<file path="src/rtl/colour_arbiter.sv">
`timescale 1ns/1ps
// -----------------------------------------------------------------------------
// colour_arbiter
//
// Shares one registered RGB colour converter between two requesters, A and B.
// Grants are round-robin. Each transaction takes these steps:
//   1. Pulse the converter enable for exactly one cycle.
//   2. Wait out the converter latency.
//   3. Capture the converter output into rgb_out.
//   4. Pulse done_a or done_b for one cycle.
// This block is the only driver of the converter's colour and enable inputs.
//
// Parameters
//   CONV_LATENCY  cycles from the converter enable edge to valid conv_rgb
//                 (legal range 1..15)
//
// Ports
//   clk          system clock, rising edge
//   rst          synchronous active-high reset
//   req_a        requester A request, held high until done_a
//   colour_a     requester A 3-bit colour code, sampled in the grant cycle
//   req_b        requester B request
//   colour_b     requester B 3-bit colour code
//   done_a       one-cycle pulse, rgb_out holds A's result
//   done_b       one-cycle pulse, rgb_out holds B's result
//   rgb_out      registered result of the last completed conversion
//   busy         high whenever the sequencer is not idle
//   conv_colour  converter colour input
//   conv_enable  converter enable input
//   conv_rgb     converter rgb output
// -----------------------------------------------------------------------------
module colour_arbiter #(
  parameter int CONV_LATENCY = 1
) (
  input  logic        clk,
  input  logic        rst,
  input  logic        req_a,
  input  logic [2:0]  colour_a,
  input  logic        req_b,
  input  logic [2:0]  colour_b,
  output logic        done_a,
  output logic        done_b,
  output logic [23:0] rgb_out,
  output logic        busy,
  output logic [2:0]  conv_colour,
  output logic        conv_enable,
  input  logic [23:0] conv_rgb
);

  localparam int                CNT_W    = 4;
  localparam logic [CNT_W-1:0]  LAT_LOAD = CNT_W'(CONV_LATENCY);

  typedef enum logic [1:0] {
    IDLE  = 2'd0,
    ISSUE = 2'd1,
    WAIT  = 2'd2,
    DONE  = 2'd3
  } state_t;

  // Round-robin choice. prio_b set means B wins a tie.
  function automatic logic pick_b(input logic ra, input logic rb, input logic prio_b);
    return rb && (!ra || prio_b);
  endfunction

  state_t             state_q, state_d;
  logic               grant_b_q, grant_b_d;   // 0: A owns the transaction, 1: B
  logic               prio_b_q, prio_b_d;     // 0: A wins the next tie
  logic [CNT_W-1:0]   cnt_q, cnt_d;
  logic [2:0]         conv_colour_q, conv_colour_d;
  logic               conv_enable_q, conv_enable_d;
  logic [23:0]        rgb_out_q, rgb_out_d;
  logic               busy_q, busy_d;
  logic               done_a_q, done_a_d;
  logic               done_b_q, done_b_d;

  // Next-state and datapath decisions
  always_comb begin
    state_d       = state_q;
    grant_b_d     = grant_b_q;
    prio_b_d      = prio_b_q;
    cnt_d         = cnt_q;
    conv_colour_d = conv_colour_q;
    rgb_out_d     = rgb_out_q;

    case (state_q)
      IDLE: begin
        if (req_a || req_b) begin
          grant_b_d     = pick_b(req_a, req_b, prio_b_q);
          conv_colour_d = grant_b_d ? colour_b : colour_a;
          state_d       = ISSUE;
        end
      end
      ISSUE: begin
        cnt_d   = LAT_LOAD;
        state_d = WAIT;
      end
      WAIT: begin
        cnt_d = cnt_q - 4'd1;
        // "<= 1" rather than "== 1" so a corrupted zero count cannot wrap
        // and stall the sequencer for 15 extra cycles.
        if (cnt_q <= 4'd1) begin
          cnt_d     = '0;
          rgb_out_d = conv_rgb;
          state_d   = DONE;
        end
      end
      DONE: begin
        prio_b_d = !grant_b_q;
        state_d  = IDLE;
      end
      default: begin
        state_d = IDLE;
      end
    endcase

    // Outputs are registered off the next state, so they line up with the
    // state they describe instead of lagging it by a cycle.
    busy_d        = (state_d != IDLE);
    conv_enable_d = (state_d == ISSUE);
    done_a_d      = (state_d == DONE) && !grant_b_d;
    done_b_d      = (state_d == DONE) &&  grant_b_d;
  end

  // State register
  always_ff @(posedge clk) begin
    if (rst) begin
      state_q       <= IDLE;
      grant_b_q     <= 1'b0;
      prio_b_q      <= 1'b0;
      cnt_q         <= '0;
      conv_colour_q <= 3'b000;
      conv_enable_q <= 1'b0;
      rgb_out_q     <= 24'h000000;
      busy_q        <= 1'b0;
      done_a_q      <= 1'b0;
      done_b_q      <= 1'b0;
    end else begin
      state_q       <= state_d;
      grant_b_q     <= grant_b_d;
      prio_b_q      <= prio_b_d;
      cnt_q         <= cnt_d;
      conv_colour_q <= conv_colour_d;
      conv_enable_q <= conv_enable_d;
      rgb_out_q     <= rgb_out_d;
      busy_q        <= busy_d;
      done_a_q      <= done_a_d;
      done_b_q      <= done_b_d;
    end
  end

  assign done_a      = done_a_q;
  assign done_b      = done_b_q;
  assign rgb_out     = rgb_out_q;
  assign busy        = busy_q;
  assign conv_colour = conv_colour_q;
  assign conv_enable = conv_enable_q;

endmodule

</file>
<file path="config.mk">
export PLATFORM = sky130hd
export DESIGN_NAME = colour_arbiter
export DESIGN_NICKNAME = d
export VERILOG_FILES = /design/src/rtl/colour_arbiter.sv
export SDC_FILE = /design/constraint.sdc
export NUM_CORES = 1
export LEC_CHECK = 0
export CAP_MARGIN = 5
export CELL_PAD_IN_SITES_DETAIL_PLACEMENT = 2
export CELL_PAD_IN_SITES_GLOBAL_PLACEMENT = 2
export CORE_MARGIN = 5
export CORE_UTILIZATION = 27
export CTS_CLUSTER_DIAMETER = 100
export DETAILED_ROUTE_END_ITERATION = 10
export PLACE_DENSITY_LB_ADDON = 0.1
export SETUP_SLACK_MARGIN = 0.05
export SLEW_MARGIN = 20
export SYNTH_ARGS = -nofsm -noshare
export SYNTH_HDL_FRONTEND = slang
export SYNTH_SLANG_ARGS = --single-unit
export TNS_END_PERCENT = 10
</file>
<file path="constraint.sdc">
create_clock -name clk -period 3.05 [get_ports clk]
set_input_delay 0.915 -clock clk [delete_from_list [all_inputs] [get_ports clk]]
set_output_delay 0.915 -clock clk [all_outputs]
set_load 0.01 [all_outputs]
</file>
==> summary.md <==
| Metric | Value |
|---|---|
| Run status | `finished, final reports clean` |
| VDD IR max | `roughly 0.32 mV` |
| Main flop type after synthesis | `dfxtp_1` |
| CP Capture Type | `primary output` |
| HPWL after detailed placement | `around 3900 um` |
| Max transition margin | `57.0%` |
| H-tree levels | `2` |
| Detailed-route vias per instance | `about 4.6` |
| Diodes inserted | `0` |
| Detailed Route WL | `approximately 5200 um` |
| Post-Syn Area | `0.00175 mm2` |
| Synthesis-to-layout area growth | `43.7%` |
| First-pass GRT wire length | `around 8700 um` |
| Placed insts | `323` |
| TritonCTS clock tree | `done` |
| Number of nets in the finished design | `a little under 300` |
| Slowest cell on the critical path | `clkdlybuf4s50_1` |
| Leakage power summed over all cells | `between 0.9 and 1 nW` |
| Leftover overflow at the end of global routing | `0` |
| Final period util | `69.0%` |
| Chip width | `just over 90 um` |
| Path type of the worst min-delay path | `reg2reg` |
| Standard-cell row count | `29` |
| Vias in the first global route | `roughly 1600` |
| I/O pin count | `65` |
| Average wire per standard cell | `roughly 16 um` |
| Sum of negative setup slack | `0 ps` |
| DP Area | `0.00243 mm2` |
| Delay of the slowest cell on the worst path | `570 ps` |
| Insertion delay to the later sink of the worst-skew pair | `roughly 280 ps` |
| Clk buf depth | `2` |
| Max Cap Viol | `0` |
| Starting density of the core | `between 20% and 30%` |
| Count of input and output buffers | `64` |
| Share of the synthesized area in the top cell type | `approximately 45%` |
| Net count after synthesis | `approximately 230` |
| Setup repair bufs after CTS | `0` |
| Post-route cell area | `about 0.0025 mm2` |
| Achievable clock frequency | `roughly 0.48 GHz` |
| Via count | `roughly 1500` |
| Share of the yosys chip area belonging to registers | `44.5%` |
| Areal power density over the cells | `761 mW/mm2` |
| Pin count of the biggest net entering global routing | `37` |
| Setup repair after global routing missed its margin | `no` |
| Total iterations of the first detailed-routing run | `4` |
| Met2 track demand over resource in global routing | `roughly a fifth` |
| Share of flip-flops with an asynchronous set or reset | `0%` |
| Most used cells in the layout excluding fill and tap cells | `clkdlybuf4s50_1 (64), nand2_1 (51), dfxtp_1 (39), mux2i_1 (24)` |
| Area inside the core boundary | `about 0.0063 mm2` |
| Final period demand of the worst path | `around 2100 ps` |
| Number of CTS-inserted buffers | `5` |
| Kind of cell adding the most delay to the critical path | `buffers and inverters` |
| Die Ht | `between 90 and 100 um` |
| Filler cells | `~700` |
| Die Area | `around 0.0082 mm2` |
| Post-route clock skew | `a little under 7 ps` |
| Count of synthesis-stage warnings from yosys | `0` |
| Gpl congestion | `0.687` |
| Setup violators final | `0` |
| Slack of the worst reg-to-reg path | `around 1100 ps` |
| DRC viols | `0` |
| Most area-consuming cells after synthesis | `dfxtp_1 (45%), mux2i_1 (14%), nand2_1 (11%), ha_1 (4.3%), buf_12 (2.3%)` |
| Aggregate global-route resource usage | `between 10 and 15%` |
| Data arrival time of the critical path | `1190 ps` |
| Met3 track demand over resource | `approximately 3.7%` |
| Count of placed standard cells in the final layout, fillers left out | `330` |
| CTS Hold Buffers Added | `0` |
| Number of distinct library cells after synthesis | `36` |
| Master cell of the clock root buffer | `clkbuf_8` |
| Setup crit start kind | `flop` |
| Worst-path fanout max | `2` |
| Layout cell share with drive strength beyond 1 | `around 6.7%` |
| Number of max-slew violations in the final report | `0` |
| Count of antenna-violating nets left after detailed routing | `0` |
| Count of buffer and inverter cells on the critical path | `1` |
| Commonest non-fill, non-tap cell in the layout | `clkdlybuf4s50_1` |
| Critical path, cell by cell | `clkdlybuf4s50_1` |
| Antenna violations before repair | `0` |
| Cell depth of the worst flop-to-flop path | `5` |
| Post-CTS resize count | `0` |
| Layer with the highest usage after global routing | `met2` |
| Number of flops mapped to enable cells by yosys | `0` |
| Critical path class | `reg2out` |
| Grt met1 use | `17.7%` |
| Sinks on Clock Net | `39` |
| WP data required | `roughly 2100 ps` |
| Clock-pin transition on the worst setup and hold timing paths | `roughly 80 ps` |
| Cell type with the highest aggregate area in the netlist | `dfxtp_1` |
| Violation count after the first detailed-routing iteration | `31` |
| Worst hold stages | `1` |
| Tightest hold margin | `between 400 and 500 ps` |
| Number of instances in the synthesized netlist | `approximately 190` |
| Mean Syn Cell Area | `roughly 9.3 um2` |
| Final number of hold-violating endpoints | `0` |
| Least-Margin Pin Slew | `roughly 640 ps` |
| Stages on the worst setup path | `1` |
| Flip-flop and latch count after synthesis | `39` |
-- power by group --
group,switching (mW),total (mW),internal (mW)
combinational,0.417,0.853,0.436
clock,0.175,0.352,0.178
sequential,0.0742,0.712,0.638
total,0.666,1.92,1.25
-- worst paths after layout --
| kind | to | startpoint |
|---|---|---|
| hold / removal | prio_b_q | grant_b_q |
| setup reg to reg | rgb_out[13] | state_q[0] |
| setup / recovery | rgb_out[19] | rgb_out[19] |
| hold reg to reg | prio_b_q | grant_b_q |
-- per-layer routing --
| metal | share of wire, % | wire length [um] |
|---|---|---|
| met1 | 47 | 2440 |
| met5 | 0 | 0 |
| met3 | 5.3 | 272 |
| met4 | 0.91 | 47 |
| met2 | 47 | 2400 |
-- kinds of logic (layout without fill, tap and decap cells) --
| kind of cell | after synthesis | after routing | synth area share, % |
|---|---|---|---|
| compound gates | 27 | 27 | 9.77 |
| simple gates | 73 | 73 | 20.0 |
| mux | 24 | 24 | 13.7 |
| buf+inv | 20 | 84 | 7.70 |
| fa+ha+maj | 6 | 6 | 4.28 |
| flops | 39 | 39 | 44.5 |
-- through the flow --
step / total power, mW / utilization, % / worst slack (ps)
after global placement: 1.58 / 38.3 / 707
final: 1.92 / 39.7 / 946
after floorplan: 1.24 / - / 1330
after CTS: 1.96 / 39.7 / 928
after global routing: 2.06 / 39.7 / 896
after detailed placement: 1.59 / 38.3 / 682
-- Yosys cell counts (2+ instances only) --
cell      instances
a31oi_1           4
buf_6             3
nor2_1            5
nor3_1            4
ha_1              6
buf_12            2
dfxtp_1          39
a21oi_1           6
mux2i_1          24
clkbuf_1          2
buf_2             4
nand2_1          51
inv_1             8
nor2b_1           2
o21ai_0           8
-- worst register-to-register path, stage by stage, from the launching register on --
cell and delay (ps):
dfxtp_1 370, inv_1 130, ha_1 270, nor4b_4 580, buf_12 270, mux2i_1 220
-- sequential cells by signal, summed over array words and instances, names as in the netlist --
name         cells
done_b           1
prio_b_q         1
done_a           1
grant_b_q        1
conv_colour      3
busy             1
cnt_q            4
rgb_out         24
conv_enable      1
state_q          2
-- cell type report --
cell class	count	area [um2]	share of cell area, %
inverter	9	33.8	1.34
timing repair buffer	68	683	27.1
multi-input combinational	130	838	33.3
clock buffer	6	82.6	3.28
clock inverter	1	5.00	0.199
tap	77	96.3	3.82
sequential	39	781	31.0
(Power assumes the default switching activity.)
